<file path="config.mk">
export PLATFORM = sky130hd
export DESIGN_NAME = lsu_bridge_flat
export DESIGN_NICKNAME = d
export VERILOG_FILES = /design/src/rtl/lsu_bridge_pkg.sv /design/src/rtl/lsu_bridge_if.sv /design/src/rtl/lsu_bridge_align.sv /design/src/rtl/lsu_bridge.sv /design/src/flat_wrapper.sv
export SDC_FILE = /design/constraint.sdc
export NUM_CORES = 1
export LEC_CHECK = 0
export ABC_AREA = 1
export BUFFER_PORTS_ARGS = -buffer_cell sky130_fd_sc_hd__buf_2
export CELL_PAD_IN_SITES_DETAIL_PLACEMENT = 1
export CELL_PAD_IN_SITES_GLOBAL_PLACEMENT = 2
export CORE_MARGIN = 2
export CORE_UTILIZATION = 26
export CTS_CLUSTER_SIZE = 28
export DETAILED_ROUTE_END_ITERATION = 7
export PLACE_DENSITY_LB_ADDON = 0.3
export SLEW_MARGIN = 40
export SYNTH_ARGS = -nofsm -noshare
export SYNTH_HDL_FRONTEND = slang
export SYNTH_HIERARCHICAL = 1
export SYNTH_SLANG_ARGS = --single-unit
export TNS_END_PERCENT = 100
</file>
<file path="constraint.sdc">
create_clock -name clock -period 2.3 [get_ports clock]
set_clock_uncertainty 0.05 [all_clocks]
set_input_delay 0.23 -clock clock [delete_from_list [all_inputs] [get_ports clock]]
set_output_delay 0.23 -clock clock [all_outputs]
set_load 0.01 [all_outputs]
</file>
<file path="src/rtl/lsu_bridge_pkg.sv">
// lsu_bridge_pkg: shared definitions for the load/store bridge.
//   - access size codes as carried on lsu_size
//   - bridge FSM state encoding
//   - default response timeout
//   - helper that builds the read-data mask for an access size
package lsu_bridge_pkg;

    localparam logic [1:0] LSU_SIZE_BYTE = 2'd0;
    localparam logic [1:0] LSU_SIZE_HALF = 2'd1;
    localparam logic [1:0] LSU_SIZE_WORD = 2'd2;

    localparam int LSU_TIMEOUT = 256;

    typedef enum logic [1:0] {
        ST_IDLE = 2'd0,
        ST_REQ  = 2'd1,
        ST_WAIT = 2'd2,
        ST_DONE = 2'd3
    } lsu_state_e;

    // Size code 3 is treated as a full word.
    function automatic logic [31:0] lsu_size_mask(input logic [1:0] size);
        case (size)
            LSU_SIZE_BYTE: lsu_size_mask = 32'h0000_00FF;
            LSU_SIZE_HALF: lsu_size_mask = 32'h0000_FFFF;
            default:       lsu_size_mask = 32'hFFFF_FFFF;
        endcase
    endfunction

endpackage

</file>
<file path="src/rtl/lsu_bridge_if.sv">
// Bus interfaces of the load/store bridge.
//   lsu_bridge_lsu_if : CPU load/store port, four-phase level handshake.
//                       master = CPU, slave = bridge.
//   lsu_bridge_mem_if : word-wide data-memory bus, valid/ready request plus
//                       a one-cycle response pulse.
//                       master = bridge, slave = memory.
interface lsu_bridge_lsu_if;
    logic        lsu_reqValid;
    logic [31:0] lsu_addr;
    logic [1:0]  lsu_size;
    logic        lsu_wen;
    logic [31:0] lsu_wdata;
    logic [3:0]  lsu_wmask;
    logic        lsu_respValid;
    logic [31:0] lsu_rdata;
    logic        lsu_err;

    modport master (
        output lsu_reqValid, lsu_addr, lsu_size, lsu_wen, lsu_wdata, lsu_wmask,
        input  lsu_respValid, lsu_rdata, lsu_err
    );
    modport slave (
        input  lsu_reqValid, lsu_addr, lsu_size, lsu_wen, lsu_wdata, lsu_wmask,
        output lsu_respValid, lsu_rdata, lsu_err
    );
endinterface

interface lsu_bridge_mem_if;
    logic        mem_reqValid;
    logic        mem_reqReady;
    logic [31:0] mem_addr;
    logic        mem_wen;
    logic [31:0] mem_wdata;
    logic [3:0]  mem_wstrb;
    logic        mem_respValid;
    logic [31:0] mem_rdata;

    modport master (
        output mem_reqValid, mem_addr, mem_wen, mem_wdata, mem_wstrb,
        input  mem_reqReady, mem_respValid, mem_rdata
    );
    modport slave (
        input  mem_reqValid, mem_addr, mem_wen, mem_wdata, mem_wstrb,
        output mem_reqReady, mem_respValid, mem_rdata
    );
endinterface

</file>
<file path="src/rtl/lsu_bridge_align.sv">
// lsu_align: combinational byte-lane logic for the load/store bridge.
//   req_*      : live CPU request (used at capture time)
//     lane_wdata_o  store data shifted into its byte lanes
//     lane_wstrb_o  store mask shifted into its byte lanes
//     misalign_o    half on odd address, or word not on a 4-byte boundary
//   rsp_*      : captured address/size plus the raw bus word
//     rsp_rdata_o   load data right-justified and zeroed above the access size
module lsu_align
    import lsu_bridge_pkg::*;
(
    input  logic [1:0]  req_addr_lo_i,
    input  logic [1:0]  req_size_i,
    input  logic [31:0] req_wdata_i,
    input  logic [3:0]  req_wmask_i,
    input  logic [1:0]  rsp_addr_lo_i,
    input  logic [1:0]  rsp_size_i,
    input  logic [31:0] rsp_rdata_i,
    output logic [31:0] lane_wdata_o,
    output logic [3:0]  lane_wstrb_o,
    output logic [31:0] rsp_rdata_o,
    output logic        misalign_o
);

    always_comb begin
        // Bits pushed past bit 31 / bit 3 fall off the top.
        lane_wdata_o = req_wdata_i << {req_addr_lo_i, 3'b000};
        lane_wstrb_o = req_wmask_i << req_addr_lo_i;
        rsp_rdata_o  = (rsp_rdata_i >> {rsp_addr_lo_i, 3'b000}) & lsu_size_mask(rsp_size_i);

        case (req_size_i)
            LSU_SIZE_BYTE: misalign_o = 1'b0;
            LSU_SIZE_HALF: misalign_o = req_addr_lo_i[0];
            default:       misalign_o = |req_addr_lo_i;
        endcase
    end

endmodule

</file>
<file path="src/rtl/lsu_bridge.sv">
// lsu_bridge: CPU load/store port to word-wide data-memory bus.
//   clock, reset : system clock, synchronous active-high reset
//   lsu          : CPU side (slave modport), level handshake
//   mem          : memory side (master modport), valid/ready + response pulse
// Every output comes straight from a register. A misaligned access completes
// with err and never touches the bus; a bus access that does not finish
// within TIMEOUT busy cycles completes with err (TIMEOUT = 0 disables this).
//
//   state | meaning
//   IDLE  | waiting for lsu_reqValid, captures the request
//   REQ   | mem_reqValid high, waiting for mem_reqReady
//   WAIT  | accepted, waiting for mem_respValid
//   DONE  | lsu_respValid high until the CPU drops lsu_reqValid
module lsu_bridge
    import lsu_bridge_pkg::*;
#(
    parameter int TIMEOUT = LSU_TIMEOUT
)(
    input  logic             clock,
    input  logic             reset,
    lsu_bridge_lsu_if.slave  lsu,
    lsu_bridge_mem_if.master mem
);

    localparam int CNT_W = (TIMEOUT > 0) ? $clog2(TIMEOUT + 1) : 1;
    localparam logic [CNT_W-1:0] CNT_LAST = (TIMEOUT > 0) ? CNT_W'(TIMEOUT - 1) : '0;

    lsu_state_e        state_q, state_d;
    logic [31:0]       addr_q, addr_d;
    logic [1:0]        size_q, size_d;
    logic              wen_q, wen_d;
    logic [31:0]       wdata_q, wdata_d;
    logic [3:0]        wstrb_q, wstrb_d;
    logic [CNT_W-1:0]  cnt_q, cnt_d;
    logic              resp_valid_q, resp_valid_d;
    logic [31:0]       rdata_q, rdata_d;
    logic              err_q, err_d;
    logic              mem_req_q, mem_req_d;

    logic [31:0] lane_wdata;
    logic [3:0]  lane_wstrb;
    logic [31:0] rsp_rdata;
    logic        misalign;
    logic        timeout_hit;

    lsu_align u_align (
        .req_addr_lo_i (lsu.lsu_addr[1:0]),
        .req_size_i    (lsu.lsu_size),
        .req_wdata_i   (lsu.lsu_wdata),
        .req_wmask_i   (lsu.lsu_wmask),
        .rsp_addr_lo_i (addr_q[1:0]),
        .rsp_size_i    (size_q),
        .rsp_rdata_i   (mem.mem_rdata),
        .lane_wdata_o  (lane_wdata),
        .lane_wstrb_o  (lane_wstrb),
        .rsp_rdata_o   (rsp_rdata),
        .misalign_o    (misalign)
    );

    assign timeout_hit = (TIMEOUT != 0) && (cnt_q == CNT_LAST);

    always_comb begin
        state_d      = state_q;
        addr_d       = addr_q;
        size_d       = size_q;
        wen_d        = wen_q;
        wdata_d      = wdata_q;
        wstrb_d      = wstrb_q;
        cnt_d        = cnt_q;
        resp_valid_d = resp_valid_q;
        rdata_d      = rdata_q;
        err_d        = err_q;
        mem_req_d    = mem_req_q;

        case (state_q)
            ST_IDLE: begin
                if (lsu.lsu_reqValid) begin
                    addr_d  = lsu.lsu_addr;
                    size_d  = lsu.lsu_size;
                    wen_d   = lsu.lsu_wen;
                    wdata_d = lane_wdata;
                    wstrb_d = lsu.lsu_wen ? lane_wstrb : 4'b0000;
                    cnt_d   = '0;
                    if (misalign) begin
                        state_d      = ST_DONE;
                        resp_valid_d = 1'b1;
                        err_d        = 1'b1;
                        rdata_d      = '0;
                    end else begin
                        state_d   = ST_REQ;
                        mem_req_d = 1'b1;
                    end
                end
            end
            ST_REQ, ST_WAIT: begin
                // A response arriving with acceptance completes the access;
                // completion on the last counted cycle wins over the timeout.
                if ((state_q == ST_WAIT || mem.mem_reqReady) && mem.mem_respValid) begin
                    state_d      = ST_DONE;
                    resp_valid_d = 1'b1;
                    err_d        = 1'b0;
                    rdata_d      = wen_q ? 32'h0 : rsp_rdata;
                    mem_req_d    = 1'b0;
                end else if (timeout_hit) begin
                    state_d      = ST_DONE;
                    resp_valid_d = 1'b1;
                    err_d        = 1'b1;
                    rdata_d      = '0;
                    mem_req_d    = 1'b0;
                end else begin
                    cnt_d = cnt_q + CNT_W'(1);
                    if (state_q == ST_REQ && mem.mem_reqReady) begin
                        state_d   = ST_WAIT;
                        mem_req_d = 1'b0;
                    end
                end
            end
            ST_DONE: begin
                if (!lsu.lsu_reqValid) begin
                    state_d      = ST_IDLE;
                    resp_valid_d = 1'b0;
                end
            end
            default: state_d = ST_IDLE;
        endcase
    end

    always_ff @(posedge clock) begin
        if (reset) begin
            state_q      <= ST_IDLE;
            addr_q       <= '0;
            size_q       <= '0;
            wen_q        <= 1'b0;
            wdata_q      <= '0;
            wstrb_q      <= '0;
            cnt_q        <= '0;
            resp_valid_q <= 1'b0;
            rdata_q      <= '0;
            err_q        <= 1'b0;
            mem_req_q    <= 1'b0;
        end else begin
            state_q      <= state_d;
            addr_q       <= addr_d;
            size_q       <= size_d;
            wen_q        <= wen_d;
            wdata_q      <= wdata_d;
            wstrb_q      <= wstrb_d;
            cnt_q        <= cnt_d;
            resp_valid_q <= resp_valid_d;
            rdata_q      <= rdata_d;
            err_q        <= err_d;
            mem_req_q    <= mem_req_d;
        end
    end

    assign lsu.lsu_respValid = resp_valid_q;
    assign lsu.lsu_rdata     = rdata_q;
    assign lsu.lsu_err       = err_q;
    assign mem.mem_reqValid  = mem_req_q;
    assign mem.mem_addr      = {addr_q[31:2], 2'b00};
    assign mem.mem_wen       = wen_q;
    assign mem.mem_wdata     = wdata_q;
    assign mem.mem_wstrb     = wstrb_q;

endmodule
</file>
<file path="src/flat_wrapper.sv">
// flat-port wrapper written by rule: the top's interface ports become plain ports
module lsu_bridge_flat import lsu_bridge_pkg::*;
#(
    parameter int TIMEOUT = LSU_TIMEOUT
)
  (clock, reset, lsu_lsu_reqValid, lsu_lsu_addr, lsu_lsu_size, lsu_lsu_wen, lsu_lsu_wdata, lsu_lsu_wmask, lsu_lsu_respValid, lsu_lsu_rdata, lsu_lsu_err, mem_mem_reqValid, mem_mem_addr, mem_mem_wen, mem_mem_wdata, mem_mem_wstrb, mem_mem_reqReady, mem_mem_respValid, mem_mem_rdata);
  lsu_bridge_lsu_if lsu_i ();
  lsu_bridge_mem_if mem_i ();
  input  logic clock;
  input  logic reset;
  input wire logic [$bits(lsu_i.lsu_reqValid)-1:0] lsu_lsu_reqValid;
  input wire logic [$bits(lsu_i.lsu_addr)-1:0] lsu_lsu_addr;
  input wire logic [$bits(lsu_i.lsu_size)-1:0] lsu_lsu_size;
  input wire logic [$bits(lsu_i.lsu_wen)-1:0] lsu_lsu_wen;
  input wire logic [$bits(lsu_i.lsu_wdata)-1:0] lsu_lsu_wdata;
  input wire logic [$bits(lsu_i.lsu_wmask)-1:0] lsu_lsu_wmask;
  output wire logic [$bits(lsu_i.lsu_respValid)-1:0] lsu_lsu_respValid;
  output wire logic [$bits(lsu_i.lsu_rdata)-1:0] lsu_lsu_rdata;
  output wire logic [$bits(lsu_i.lsu_err)-1:0] lsu_lsu_err;
  output wire logic [$bits(mem_i.mem_reqValid)-1:0] mem_mem_reqValid;
  output wire logic [$bits(mem_i.mem_addr)-1:0] mem_mem_addr;
  output wire logic [$bits(mem_i.mem_wen)-1:0] mem_mem_wen;
  output wire logic [$bits(mem_i.mem_wdata)-1:0] mem_mem_wdata;
  output wire logic [$bits(mem_i.mem_wstrb)-1:0] mem_mem_wstrb;
  input wire logic [$bits(mem_i.mem_reqReady)-1:0] mem_mem_reqReady;
  input wire logic [$bits(mem_i.mem_respValid)-1:0] mem_mem_respValid;
  input wire logic [$bits(mem_i.mem_rdata)-1:0] mem_mem_rdata;
  assign lsu_i.lsu_reqValid = lsu_lsu_reqValid;
  assign lsu_i.lsu_addr = lsu_lsu_addr;
  assign lsu_i.lsu_size = lsu_lsu_size;
  assign lsu_i.lsu_wen = lsu_lsu_wen;
  assign lsu_i.lsu_wdata = lsu_lsu_wdata;
  assign lsu_i.lsu_wmask = lsu_lsu_wmask;
  assign lsu_lsu_respValid = lsu_i.lsu_respValid;
  assign lsu_lsu_rdata = lsu_i.lsu_rdata;
  assign lsu_lsu_err = lsu_i.lsu_err;
  assign mem_mem_reqValid = mem_i.mem_reqValid;
  assign mem_mem_addr = mem_i.mem_addr;
  assign mem_mem_wen = mem_i.mem_wen;
  assign mem_mem_wdata = mem_i.mem_wdata;
  assign mem_mem_wstrb = mem_i.mem_wstrb;
  assign mem_i.mem_reqReady = mem_mem_reqReady;
  assign mem_i.mem_respValid = mem_mem_respValid;
  assign mem_i.mem_rdata = mem_mem_rdata;
  lsu_bridge #(.TIMEOUT(TIMEOUT)) u_core (.clock(clock), .reset(reset), .lsu(lsu_i), .mem(mem_i));
endmodule
</file>
# Word-level counts from Yosys, hierarchy flattened
# Cells that the tools add are included.
# Widths: inputs -> output; s select.
word_totals:
  ff_bits: 117
  in_bits: 108
  out_inout_bits: 104
  wordCells: 79
classes:
  addsub: 1
  n_eq_ne: 14
  n_shift: 3
  muxes: 34
  n_bitwise: 1
  n_reduce_logical: 15
op_table:
  columns: ["operator", "n"]
  rows:
  - ["$mux 32", 5]
  - ["$pmux 32 s2", 2]
  - ["$and 32x32->32", 1]
  - ["$shl 32x5->32", 1]
  - ["$shr 32x5->32", 1]
  - ["$mux 9", 3]
  - ["$pmux 9 s2", 1]
  - ["$reduce_and 4->1", 4]
  - ["$mux 2", 6]
  - ["$mux 1", 11]
  - ["$ne 2x2->1 const B", 5]
  - ["$add 9x1->9 const B", 1]
  - ["$eq 9x8->1 const B", 1]
  - ["$eq 2x1->1 const B", 3]
  - ["$logic_not 2->1", 3]
  - ["$pmux 1 s2", 3]
  - ["$pmux 2 s3", 1]
  - ["$eq 2x2->1 const B", 2]
  - ["$mux 4", 1]
  - ["$ne 4x1->1 const B", 1]
  - ["$reduce_or 2->1", 2]
  - ["$shl 4x2->4", 1]
  - ["$ne 3x1->1 const B", 1]
  - ["$pmux 1 s3", 1]
  - ["6 further kinds", 7]

# Depth between registers and ports, before layout
logic_depth:
  word_depth: 6
  depth_mapped: 14
  mapped_depth_nobuf: 13

# Modules after synthesis
# Netlist, hierarchy kept.
modules_own_cells:
  columns: ["mod", "instances", "cells_each", "area_each_um2", "seq_area_each_um2"]
  rows:
  - ["lsu_bridge", 1, 731, 5114.9, 2342.2]
  - ["lsu_align", 1, 379, 1657.8, 0.0]

# Least setup slack after synthesis
# OpenSTA, ideal clock, no wires.
synth_path:
  kind: "reg2reg"
  from: "reg u_core.cnt_q[0]"
  to: "reg u_core.rdata_q[12], in the netlist u_core/lsu.lsu_rdata[12]"
  setup_ns: 0.114
  arrival_time_ns: 1.805
  required_time_ns: 2.136
  slack_ns: 0.331
  stages_incl_launch_ff: 14
  n_path_buf: 2
  synth_period_minus_slack_ns: 1.969
  cell_sequence: "dfxtp_1 > ha_1 > nand2_1 > nor3_1 > nand2_1 > nor2_1 > ha_1 > inv_1 > nand3_1 > nand3_2 > buf_4 > buf_2 > a21oi_1 > nor2_1"
synth_between:
  elab_chain_len: 3
synth_rtl:
  columns: ["element", "line", "rtl"]
  rows:
  - ["start: declaration", "lsu_bridge.sv:34", "logic [CNT_W-1:0] cnt_q, cnt_d;"]
  - ["start signal: assignment", "lsu_bridge.sv:148", "cnt_q <= cnt_d;"]
  - ["$eq 9x8->1", "lsu_bridge.sv:60", "assign timeout_hit = (TIMEOUT != 0) && (cnt_q == CNT_LAST);"]
  - ["$ne 3x1->1 (no source line)", null, null]
  - ["$reduce_and 4->1 (no source line)", null, null]
  - ["end signal: assignment", "lsu_bridge.sv:150", "rdata_q <= rdata_d;"]
  - ["end: declaration", "lsu_bridge.sv:36", "logic [31:0] rdata_q, rdata_d;"]
# No other way between the ends.
# A chain may end at the register's enable or synchronous reset.

# Worst setup path in the final report
layout_path:
  from: "reg u_core.cnt_q[0]"
  to: "reg u_core.rdata_q[0], in the netlist u_core/lsu.lsu_rdata[0]"
# The elaborated chain is that of the path after synthesis.

==> flow_metrics.py <==
metrics = {
    "logic_synthesis": {
        "ys.flop_type": "dfxtp_1",
        "synth_commonest_cells": "nand2_1, nor2_1, inv_1, dfxtp_1, o21ai_0",
        "synth.most_common_cell": "nand2_1",
        "ys_ff_latch": 117,
        "synth_top_area_cell": "dfxtp_1",
        "synth_area_um2": 6770,
        "synth-edff-count": 0,
        "synth_area_leaders": "dfxtp_1, nand2_1, nor2_1",
        "ys_types": 33,
        "ys_seq_area_share_pct": 34.6,
        "syn_inst": 1110,
        "synth.avg_cell_area_um2": 6.10,
        "synth_top_area_share_pct": 34.6,
        "async_flop_share_pct": 0,
        "synth_warnings": 6,
    },
    "drt": {
        "drcViolationCount": 0,
        "wl_per_cell_um": 14.4,
        "drt_iter0_drc": 324,
        "firstDrtPassIters": 4,
        "totalWireLength_mm": 23.3,
        "ant_nets": 0,
        "vias": 7113,
        "post_drt_via_cell_ratio": 4.40,
    },
    "clock_tree": {
        "tritoncts": "built",
        "postCtsSetupBuffers": 0,
        "clk_pin_slew_ps": 60,
        "post_cts_resized": 0,
        "root_buffer": "clkbuf_16",
        "clk_path_buf_depth": 2,
        "cts.sinks": 117,
        "insertion_delay_ps": 420,
        "cts_max_level": 4,
        "cts.hold.buffers_added": 8,
        "cts_buffers": 17,
    },
    "cells_and_area": {
        "fillCellCount": 3429,
        "area_growth_pct": 24.8,
        "final_area_um2": 8450,
        "post_route_cells_drive_above_1_share_pct": 22.0,
        "nNetsFinal": 1381,
    },
    "grt": {
        "antenna_found_initial": 3,
        "grt_max_degree": 77,
        "use_met2_pct": 28.2,
        "overflow": 0,
        "use_met3_pct": 3.95,
        "grt-busiest-layer": "met2",
        "grt_pass1_wl_mm": 36.7,
        "grt_use_total_pct": 17.3,
        "grt_pass1_vias": 6999,
        "use_met1_pct": 23.1,
    },
    "sta": {
        "hold_viol": 0,
        "worstMarginPinSlew_ps": 772,
        "slew_headroom_pct": 48.5,
        "fin_crit_sh_pct": 88.7,
        "drv_slew": 0,
        "fmax_mhz": 490,
        "rsz0062_at_grt": "no",
        "finalSetupViolCount": 0,
        "tns_ps": 0,
        "post-route-min-period_ps": 2040,
    },
    "worst_setup_path": {
        "rr_worst_depth": 13,
        "cpPeakStageDelay_ps": 360,
        "critPathMostFrequentCell": "nand2_1",
        "r2r_start": "u_core/cnt_q[0]",
        "cp-end-kind": "register",
        "critPathLaunch": "u_core/cnt_q[0]",
        "path_max_fanout": 57,
        "worstSetupStartpointType": "register",
        "crit_arrival_ps": 2340,
        "required_ps": 2600,
        "crit_chain": "ha_1 -> nand2_1 -> nor3_1 -> nand2_1 -> nor2_1 -> ha_1 -> inv_1 -> nand3_1 -> nand3_2 -> buf_12 -> nand2_1 -> nand2_1 -> nor2_1",
        "crit_type": "register to register",
        "critPathSlowestCell": "dfxtp_1",
    },
    "placement": {
        "port_buffers": 209,
        "place_congestion": 0.799,
        "dp_hpwl_mm": 16.7,
        "place_area_um2": 7780,
    },
    "pwr": {
        "power_mw": 10.4,
        "powerDensity_nw_per_um2": 1230,
        "p_leak_nw": 4.54,
        "peakVddDrop_mv": 0.512,
    },
    "hold_path": {
        "hold_path_class": "input pin to register",
        "hold_depth": 3,
        "hold_path_startpoint": "lsu_lsu_addr[19]",
    },
    "floorplan": {
        "rows": 59,
        "start_util_pct": 26.2,
        "core-area_um2": 25800,
        "die_area_um2": 27400,
        "die_h_um": 165,
        "top_level_ports": 212,
        "die_width_um": 165,
    },
    "job": {
        "drv_cap": 0,
    },
    "status": {
        "outcome": "finished clean",
    },
}
-- sequential cells by signal, indices dropped and copies added (netlist names) --
| name | cells |
|---|---|
| u_core/mem.mem_reqValid | 1 |
| u_core/size_q | 2 |
| u_core/state_q | 2 |
| u_core/mem.mem_wstrb | 4 |
| u_core/lsu.lsu_respValid | 1 |
| u_core/addr_q | 32 |
| u_core/lsu.lsu_rdata | 32 |
| u_core/mem.mem_wdata | 32 |
| u_core/mem.mem_wen | 1 |
| u_core/cnt_q | 9 |
| u_core/lsu.lsu_err | 1 |
-- critical path: cells and delay by family (launching register included) --
kind | cells | cell delay [ps]
adders and majority gates | 2 | 350
buffers and inverters | 2 | 280
DFF | 1 | 360
and+or+nand+nor | 9 | 910
-- per-layer routing --
layer,wire [um],vias to the layer above
li1,-,3659
met1,11200,3283
met2,10600,152
met3,1250,17
met4,201,2
met5,13,-
-- report_power, final --
group | leakage, nW | internal (mW) | switching, mW
Clock | 0.284 | 1.63 | 1.12
Combinational | 3.29 | 1.64 | 2.97
Sequential | 0.963 | 2.65 | 0.353
Total | 4.54 | 5.92 | 4.44
-- cell type report --
class | count | area [um^2] | area share [%]
Multi-Input combinational cell | 751 | 3230 | 38.2
Antenna cell | 1 | 2.50 | 0.0296
Clock buffer | 17 | 425 | 5.03
Sequential cell | 117 | 2340 | 27.7
Tap cell | 335 | 419 | 4.96
Clock inverter | 15 | 169 | 2.00
Inverter | 147 | 564 | 6.68
Timing Repair Buffer | 232 | 1300 | 15.4
-- cells by family after synthesis --
family          after synthesis  share of synthesized area (%)
compound gates              114                           8.55
xor+xnor                      1                          0.129
fa+ha+maj                     7                           1.29
buf+inv                     243                           17.8
flops                       117                           34.6
other cells                   1                         0.0554
simple gates                627                           37.6
-- per-stage QoR --
stage / cells / setup WS, ps / util (%) / hold WS, ps
3_5_place_dp: 1574 / 236 / 30.1 / 402
2_1_floorplan: 1111 / 331 / - / 249
4_1_cts: 1614 / 214 / 32.7 / 0.153
5_1_grt: 1614 / 33.5 / 32.7 / 8.32
3_3_place_gp: 1574 / 315 / 30.1 / 397
6_report: 1615 / 261 / 32.7 / 15.6
-- cells in the final DEF, fill, tap and decap left out, types with 2 or more instances in the layout --
master         instances
inv_2                  5
conb_1                 2
inv_4                  2
clkinvlp_4             3
nor3_1                12
nand2_2               10
nor2_1               242
inv_8                  2
or2_2                  2
buf_12                 5
o21ai_0               72
clkbuf_16             17
nand3_1               68
inv_1                139
a21oi_1               39
inv_6                  7
dfxtp_1              117
bufinv_16              2
dlygate4sd3_1          8
nand2_1              276
buf_4                 10
nand4_1               10
ha_1                   7
buf_2                209
nor2_4                 2
-- final timing paths --
check,slack [ps],end
max,260,u_core/lsu.lsu_rdata[0]
min,20,u_core/addr_q[19]
max reg2reg,260,u_core/lsu.lsu_rdata[0]
min reg2reg,410,u_core/mem.mem_reqValid
(Power assumes the default switching activity.)
